===== src/rtl/pipeline_ctrl_pkg.sv =====
// Shared types for the rv32i pipeline controller: FSM states, the NOP control
// word injected on bubbles, and the bundled stage-enable output word.
package pipeline_ctrl_pkg;

  typedef enum logic {
    RUN  = 1'b0,
    WAIT = 1'b1
  } pipe_ctrl_state_t;

  // Control word carried by ID/EX; an all-zero word performs no architectural update.
  typedef struct packed {
    logic       reg_write;
    logic       mem_read;
    logic       mem_write;
    logic       mem_to_reg;
    logic       alu_src;
    logic       branch;
    logic       jump;
    logic [1:0] alu_op;
  } ctrl_word_t;

  localparam ctrl_word_t NOP_CTRL = '0;

  typedef struct packed {
    logic load_pc;
    logic load_if_id;
    logic load_id_ex;
    logic load_ex_mem;
    logic load_mem_wb;
    logic bubble_if_id;
    logic bubble_id_ex;
  } pipe_ctrl_out_t;

  localparam pipe_ctrl_out_t CTRL_FROZEN = '0;

  function automatic pipe_ctrl_out_t ctrl_normal();
    pipe_ctrl_out_t c;
    c              = '0;
    c.load_pc      = 1'b1;
    c.load_if_id   = 1'b1;
    c.load_id_ex   = 1'b1;
    c.load_ex_mem  = 1'b1;
    c.load_mem_wb  = 1'b1;
    return c;
  endfunction

endpackage


===== src/rtl/pipeline_ctrl_if.sv =====
// Handshake and stage-enable bundle between the datapath (master) and the
// pipeline controller (slave).
interface pipeline_ctrl_if #(
  parameter int unsigned REG_ADDR_W = 5
);
  logic                  imem_resp;
  logic                  dmem_req;
  logic                  dmem_resp;
  logic [REG_ADDR_W-1:0] id_rs1;
  logic [REG_ADDR_W-1:0] id_rs2;
  logic                  id_use_rs1;
  logic                  id_use_rs2;
  logic                  ex_dmem_read;
  logic [REG_ADDR_W-1:0] ex_rd;
  logic                  ex_redirect;

  logic load_pc;
  logic load_if_id;
  logic load_id_ex;
  logic load_ex_mem;
  logic load_mem_wb;
  logic bubble_if_id;
  logic bubble_id_ex;

  modport master (
    output imem_resp, dmem_req, dmem_resp,
    output id_rs1, id_rs2, id_use_rs1, id_use_rs2,
    output ex_dmem_read, ex_rd, ex_redirect,
    input  load_pc, load_if_id, load_id_ex, load_ex_mem, load_mem_wb,
    input  bubble_if_id, bubble_id_ex
  );

  modport slave (
    input  imem_resp, dmem_req, dmem_resp,
    input  id_rs1, id_rs2, id_use_rs1, id_use_rs2,
    input  ex_dmem_read, ex_rd, ex_redirect,
    output load_pc, load_if_id, load_id_ex, load_ex_mem, load_mem_wb,
    output bubble_if_id, bubble_id_ex
  );
endinterface


===== src/rtl/pipeline_ctrl_hazard_detect.sv =====
// Combinational load-use detector: the load in ID/EX writes a register the
// instruction in IF/ID reads. x0 is never a hazard.
module hazard_detect #(
  parameter int unsigned REG_ADDR_W = 5
) (
  input  logic [REG_ADDR_W-1:0] i_id_rs1,
  input  logic [REG_ADDR_W-1:0] i_id_rs2,
  input  logic                  i_id_use_rs1,
  input  logic                  i_id_use_rs2,
  input  logic                  i_ex_dmem_read,
  input  logic [REG_ADDR_W-1:0] i_ex_rd,
  output logic                  o_load_use
);

  logic w_rs1_hit;
  logic w_rs2_hit;
  logic w_rd_live;

  always_comb begin
    w_rd_live  = (i_ex_rd != '0);
    w_rs1_hit  = i_id_use_rs1 & (i_id_rs1 == i_ex_rd);
    w_rs2_hit  = i_id_use_rs2 & (i_id_rs2 == i_ex_rd);
    o_load_use = i_ex_dmem_read & w_rd_live & (w_rs1_hit | w_rs2_hit);
  end

endmodule


===== src/rtl/pipeline_ctrl.sv =====
// Pipeline controller: freezes all stages on outstanding memory responses,
// inserts load-use bubbles and squashes on EX redirects.
// Optional macro PIPE_CTRL_PERF_EN enables stall/bubble performance counters.
module pipeline_ctrl
  import pipeline_ctrl_pkg::*;
#(
  parameter int unsigned REG_ADDR_W = 5,
  parameter int unsigned CNT_W      = 32
) (
  input  logic             clk,
  input  logic             rst,
  pipeline_ctrl_if.slave   bus,
  output logic [CNT_W-1:0] stall_cycles,
  output logic [CNT_W-1:0] bubble_count
);

  pipe_ctrl_state_t r_state;
  pipe_ctrl_state_t w_state_nxt;
  logic             r_imem_done;
  logic             r_dmem_done;
  logic             w_imem_done_nxt;
  logic             w_dmem_done_nxt;
  logic             w_advance;
  logic             w_load_use;
  pipe_ctrl_out_t   w_out;

  hazard_detect #(
    .REG_ADDR_W (REG_ADDR_W)
  ) u_hazard (
    .i_id_rs1       (bus.id_rs1),
    .i_id_rs2       (bus.id_rs2),
    .i_id_use_rs1   (bus.id_use_rs1),
    .i_id_use_rs2   (bus.id_use_rs2),
    .i_ex_dmem_read (bus.ex_dmem_read),
    .i_ex_rd        (bus.ex_rd),
    .o_load_use     (w_load_use)
  );

  // A response pulse counts in the cycle it arrives, so advance is combinational.
  always_comb begin
    w_advance = (r_imem_done | bus.imem_resp) &
                (~bus.dmem_req | r_dmem_done | bus.dmem_resp);
  end

  always_ff @(posedge clk) begin
    if (!rst) begin
      r_state     <= RUN;
      r_imem_done <= 1'b0;
      r_dmem_done <= 1'b0;
    end else begin
      r_state     <= w_state_nxt;
      r_imem_done <= w_imem_done_nxt;
      r_dmem_done <= w_dmem_done_nxt;
    end
  end

  always_comb begin
    w_state_nxt     = r_state;
    w_imem_done_nxt = r_imem_done;
    w_dmem_done_nxt = r_dmem_done;
    case (r_state)
      RUN: begin
        if (!w_advance) begin
          w_imem_done_nxt = r_imem_done | bus.imem_resp;
          w_dmem_done_nxt = r_dmem_done | bus.dmem_resp;
          w_state_nxt     = WAIT;
        end else begin
          w_imem_done_nxt = 1'b0;
          w_dmem_done_nxt = 1'b0;
        end
      end
      WAIT: begin
        if (w_advance) begin
          w_imem_done_nxt = 1'b0;
          w_dmem_done_nxt = 1'b0;
          w_state_nxt     = RUN;
        end else begin
          w_imem_done_nxt = r_imem_done | bus.imem_resp;
          w_dmem_done_nxt = r_dmem_done | bus.dmem_resp;
        end
      end
      default: begin
        w_state_nxt     = RUN;
        w_imem_done_nxt = 1'b0;
        w_dmem_done_nxt = 1'b0;
      end
    endcase
  end

  // Hazards are only acted on when the pipeline actually moves; while frozen the
  // IF/ID and ID/EX contents hold, so the same condition is seen on the advance cycle.
  always_comb begin
    w_out = CTRL_FROZEN;
    if (rst && w_advance) begin
      w_out = ctrl_normal();
      if (bus.ex_redirect) begin
        w_out.bubble_if_id = 1'b1;
        w_out.bubble_id_ex = 1'b1;
      end else if (w_load_use) begin
        w_out.load_pc      = 1'b0;
        w_out.load_if_id   = 1'b0;
        w_out.bubble_id_ex = 1'b1;
      end
    end
  end

  assign bus.load_pc      = w_out.load_pc;
  assign bus.load_if_id   = w_out.load_if_id;
  assign bus.load_id_ex   = w_out.load_id_ex;
  assign bus.load_ex_mem  = w_out.load_ex_mem;
  assign bus.load_mem_wb  = w_out.load_mem_wb;
  assign bus.bubble_if_id = w_out.bubble_if_id;
  assign bus.bubble_id_ex = w_out.bubble_id_ex;

`ifdef PIPE_CTRL_PERF_EN
  logic [CNT_W-1:0] r_stall_cycles;
  logic [CNT_W-1:0] r_bubble_count;

  always_ff @(posedge clk) begin
    if (!rst) begin
      r_stall_cycles <= '0;
      r_bubble_count <= '0;
    end else begin
      if (!w_advance && (r_stall_cycles != '1)) begin
        r_stall_cycles <= r_stall_cycles + CNT_W'(1);
      end
      if (w_out.bubble_id_ex && (r_bubble_count != '1)) begin
        r_bubble_count <= r_bubble_count + CNT_W'(1);
      end
    end
  end

  assign stall_cycles = r_stall_cycles;
  assign bubble_count = r_bubble_count;
`else
  assign stall_cycles = '0;
  assign bubble_count = '0;
`endif

endmodule


===== src/flat_wrapper.sv =====
// flat-port wrapper written by rule: the top's interface ports become plain ports
module pipeline_ctrl_flat import pipeline_ctrl_pkg::*;
#(
  parameter int unsigned REG_ADDR_W = 5,
  parameter int unsigned CNT_W      = 32
)
  (clk, rst, stall_cycles, bubble_count, bus_imem_resp, bus_dmem_req, bus_dmem_resp, bus_id_rs1, bus_id_rs2, bus_id_use_rs1, bus_id_use_rs2, bus_ex_dmem_read, bus_ex_rd, bus_ex_redirect, bus_load_pc, bus_load_if_id, bus_load_id_ex, bus_load_ex_mem, bus_load_mem_wb, bus_bubble_if_id, bus_bubble_id_ex);
  pipeline_ctrl_if #(.REG_ADDR_W(REG_ADDR_W)) bus_i ();
  input  logic clk;
  input  logic rst;
  output logic [CNT_W-1:0] stall_cycles;
  output logic [CNT_W-1:0] bubble_count;
  input wire logic [$bits(bus_i.imem_resp)-1:0] bus_imem_resp;
  input wire logic [$bits(bus_i.dmem_req)-1:0] bus_dmem_req;
  input wire logic [$bits(bus_i.dmem_resp)-1:0] bus_dmem_resp;
  input wire logic [$bits(bus_i.id_rs1)-1:0] bus_id_rs1;
  input wire logic [$bits(bus_i.id_rs2)-1:0] bus_id_rs2;
  input wire logic [$bits(bus_i.id_use_rs1)-1:0] bus_id_use_rs1;
  input wire logic [$bits(bus_i.id_use_rs2)-1:0] bus_id_use_rs2;
  input wire logic [$bits(bus_i.ex_dmem_read)-1:0] bus_ex_dmem_read;
  input wire logic [$bits(bus_i.ex_rd)-1:0] bus_ex_rd;
  input wire logic [$bits(bus_i.ex_redirect)-1:0] bus_ex_redirect;
  output wire logic [$bits(bus_i.load_pc)-1:0] bus_load_pc;
  output wire logic [$bits(bus_i.load_if_id)-1:0] bus_load_if_id;
  output wire logic [$bits(bus_i.load_id_ex)-1:0] bus_load_id_ex;
  output wire logic [$bits(bus_i.load_ex_mem)-1:0] bus_load_ex_mem;
  output wire logic [$bits(bus_i.load_mem_wb)-1:0] bus_load_mem_wb;
  output wire logic [$bits(bus_i.bubble_if_id)-1:0] bus_bubble_if_id;
  output wire logic [$bits(bus_i.bubble_id_ex)-1:0] bus_bubble_id_ex;
  assign bus_i.imem_resp = bus_imem_resp;
  assign bus_i.dmem_req = bus_dmem_req;
  assign bus_i.dmem_resp = bus_dmem_resp;
  assign bus_i.id_rs1 = bus_id_rs1;
  assign bus_i.id_rs2 = bus_id_rs2;
  assign bus_i.id_use_rs1 = bus_id_use_rs1;
  assign bus_i.id_use_rs2 = bus_id_use_rs2;
  assign bus_i.ex_dmem_read = bus_ex_dmem_read;
  assign bus_i.ex_rd = bus_ex_rd;
  assign bus_i.ex_redirect = bus_ex_redirect;
  assign bus_load_pc = bus_i.load_pc;
  assign bus_load_if_id = bus_i.load_if_id;
  assign bus_load_id_ex = bus_i.load_id_ex;
  assign bus_load_ex_mem = bus_i.load_ex_mem;
  assign bus_load_mem_wb = bus_i.load_mem_wb;
  assign bus_bubble_if_id = bus_i.bubble_if_id;
  assign bus_bubble_id_ex = bus_i.bubble_id_ex;
  pipeline_ctrl #(.REG_ADDR_W(REG_ADDR_W), .CNT_W(CNT_W)) u_core (.clk(clk), .rst(rst), .bus(bus_i), .stall_cycles(stall_cycles), .bubble_count(bubble_count));
endmodule

===== config.mk =====
export PLATFORM = sky130hd
export DESIGN_NAME = pipeline_ctrl_flat
export DESIGN_NICKNAME = d
export VERILOG_FILES = /design/src/rtl/pipeline_ctrl_pkg.sv /design/src/rtl/pipeline_ctrl_if.sv /design/src/rtl/pipeline_ctrl_hazard_detect.sv /design/src/rtl/pipeline_ctrl.sv /design/src/flat_wrapper.sv
export SDC_FILE = /design/constraint.sdc
export NUM_CORES = 1
export LEC_CHECK = 0
export BUFFER_PORTS_ARGS = -buffer_cell sky130_fd_sc_hd__clkbuf_2
export CAP_MARGIN = 10
export CORE_ASPECT_RATIO = 0.7
export CORE_MARGIN = 2
export CORE_UTILIZATION = 32
export DETAILED_ROUTE_END_ITERATION = 12
export PLACE_DENSITY_LB_ADDON = 0.3
export SYNTH_ARGS = -nofsm -noshare
export SYNTH_HDL_FRONTEND = slang
export SYNTH_HIERARCHICAL = 1
export SYNTH_SLANG_ARGS = --single-unit

===== constraint.sdc =====
create_clock -name clk -period 1.7 [get_ports clk]
set_input_delay 0.17 -clock clk [delete_from_list [all_inputs] [get_ports clk]]
set_output_delay 0.17 -clock clk [all_outputs]
set_load 0.02 [all_outputs]

==> results by group <==
Routing
  • Total wire length: 1.10 mm
  • Drt drc: 0
  • DR vias/cell: 3.09
  • Iteration-0 DRC Markers: 2
  • Final ANT Viol Nets: 0
  • Count of TritonRoute iterations in the first routing pass: 2
  • Routed WL per cell: 6.91 microns
  • Via count: 492

Setup path
  • Most used cell, CP: clkbuf_2
  • RR Endpoint: u_core/r_imem_done
  • RR Startpoint: u_core/r_imem_done
  • Worst EP required: 1530 ps
  • Critical Path Start Type: primary input
  • Critical Path Fanout Max: 3
  • Worst path cell trace: clkbuf_2 > or4_1 > o21ai_1 > a21oi_1 > nor2b_1 > nor3_2 > clkbuf_2
  • Reg-to-reg setup timing slack: 910 ps
  • Crit path capture type: output pin
  • CP Data Arrival Time: 1460 ps
  • R2R cell count: 2
  • CP max stage delay: 510 ps
  • Worst Path Class, Setup: primary input to output pin
  • Slowest CP cell: or4_1

Synth
  • Top post-synthesis cells by count: 67 x buf_4, 8 x xor2_1, 3 x nor3_1
  • Mapped Cells: 98
  • #FFs+latches synth: 2
  • Count leader, synth: buf_4
  • Yosys cell types: 19
  • Synthesized cell area: 758 sq um
  • Post-synth ARST share: 0
  • Post-synth EDFFs: 0
  • Post-synth top area cell: buf_4
  • Predominant post-synthesis flop cell: dfxtp_1
  • Area fraction of the dominant cell type after synthesis: 0.663
  • Post-synthesis sequential area ratio: 0.0528
  • Synth area leaders: buf_4 66%, xor2_1 9.2%, dfxtp_1 5.3%
  • Mean area per synthesized cell: 7.74 sq um
  • Yosys warns: 6

Timing
  • Slack of the critical path: 74.5 ps
  • Fmax: 0.615 GHz
  • Slew Viols, Final: 0
  • Fin. Hold Viols: 0
  • RSZ-0062 raised after global routing: false
  • Clock skew: 5.67 ps
  • Setup TNS: 0 ps
  • Final setup vio count: 0
  • Final worst-path cycle share: 0.956
  • Post-layout min period: 1630 ps

CTS
  • Root Driver: clkbuf_4
  • Worst-path clk slew: 30 ps
  • Clock tree sinks: 2
  • Clock tree buffer depth: 2
  • CTS resizes: 0
  • Clk Latency, worst-skew pair: 230 ps
  • Hold-fix buffers, CTS: 0
  • Postcts setup bufs: 0
  • CTS tree: built
  • Num CTS Buffers: 3
  • H-tree depth: 1

Die
  • Die area: 2780 sq um
  • Site row count: 14
  • # IOs: 95
  • Die Height: 44.7 microns
  • DIE WIDTH: 62.2 microns
  • Placeable Area: 2190 sq um
  • Initial Util: 0.346

Final layout
  • Fill cells: 237
  • Share of cells above drive strength 1: 0.299
  • Antenna fix cells: 0
  • Layout Nets: 153
  • P&R area growth vs syn: -6.44%

Power and ir drop
  • Pwr Total: 0.376 mW
  • Static Leak: 0.429 nW
  • Maximum VDD drop: 0.321 mV
  • Pwr Density: 529 nW/um^2

Placement
  • Port Buffer Count: 30
  • Hpwl dp: 1.04 mm
  • Placement Setup Slack: 64.1 ps
  • Routability cong.: 0.834

Min path
  • Hold endpoint: u_core/r_dmem_done
  • Kind of path behind the tightest hold check: primary input to flip-flop
  • HP Start: bus_imem_resp
  • Cells on Worst Hold Path: 2

Job
  • Max Cap Viol: 0

GRT
  • Total global routing overflow: 0
  • Initial antenna violation count: 0
  • Vias in the first global route: 368
  • GRT Util Overall: 0.0654
  • First-pass GRT wire length: 1.39 mm
  • Pin count of the biggest net entering global routing: 6

Run status
  • Status: finished clean
## area by class of cell
cell class | count | area (sq um) | share of cell area
Tap cell | 32 | 40.0 | 0.0564
Sequential cell | 2 | 40.0 | 0.0564
Timing Repair Buffer | 30 | 150 | 0.212
Clock buffer | 3 | 22.5 | 0.0317
Multi-Input combinational cell | 92 | 457 | 0.644
## worst max-delay path, delay by kind of cell
family	cells	cell delay, ps
AO/OA/AOI/OAI	2	180
AND/OR/NAND/NOR	3	780
buffers and inverters	2	310
## report_power, final
part           switching, mW  internal, mW  total [mW]  leakage, nW
clock                 0.0278        0.0780       0.106       0.0138
sequential           0.00159        0.0492      0.0508       0.0164
combinational          0.175        0.0444       0.219        0.399
## state kept, by name (all words and copies together) (netlist names)
signal	cells
u_core/r_dmem_done	1
u_core/r_imem_done	1
## routing by layer
metal  up-vias  share of wire  GRT usage
met2        40           0.60      0.130
li1        241              -          -
met5         -              0          0
met1       209           0.27     0.0560
met3         2           0.11     0.0224
met4         0          0.016     0.0533
## logic make-up after synthesis
logic type                Yosys count  synth area share
AOI/OAI and AO/OA                   4            0.0313
xor gates and xnor gates           10             0.116
buffers and inverters              67             0.663
DFF                                 2            0.0528
other                               1           0.00495
and+or+nand+nor                    14             0.132
## layout by cell type (no fill, tap or decap)
cell type  synthesis  routed
or4_1              1       1
clkbuf_2           0      30
a21oi_1            1       1
dfxtp_1            2       2
nor3_1             3       2
nor2b_1            1       1
nor3b_2            1       1
nor2_1             2       2
clkbuf_4           0       3
nand3_1            2       2
nor4_1             1       1
xor2_1             8       8
conb_1             1      64
nor4_2             1       1
nor3_2             0       1
nor4b_2            1       1
o21ai_2            1       1
o21ai_1            1       1
xnor2_1            2       2
nor3b_1            1       1
o21ai_0            1       1
## per-stage QoR
stage / instances / hold slack, ps / utilization / area [sq um]
after detailed placement: 156 / 384 / 0.314 / 687
after global routing: 159 / 147 / 0.324 / 709
after floorplan: 161 / 241 / - / 1000
final: 159 / 154 / 0.324 / 709
after global placement: 156 / 377 / 0.314 / 687
after CTS: 159 / 147 / 0.324 / 709
## worst max path at each step
stage          cells past startpoint    startpoint           to
2_1_floorplan                      6  bus_ex_rd[1]  bus_load_pc
3_3_place_gp                       7  bus_ex_rd[1]  bus_load_pc
3_5_place_dp                       7  bus_ex_rd[1]  bus_load_pc
4_1_cts                            7  bus_ex_rd[1]  bus_load_pc
5_1_grt                            7  bus_ex_rd[1]  bus_load_pc
6_report                           7  bus_ex_rd[1]  bus_load_pc
Power figures use the tool's default switching activity.
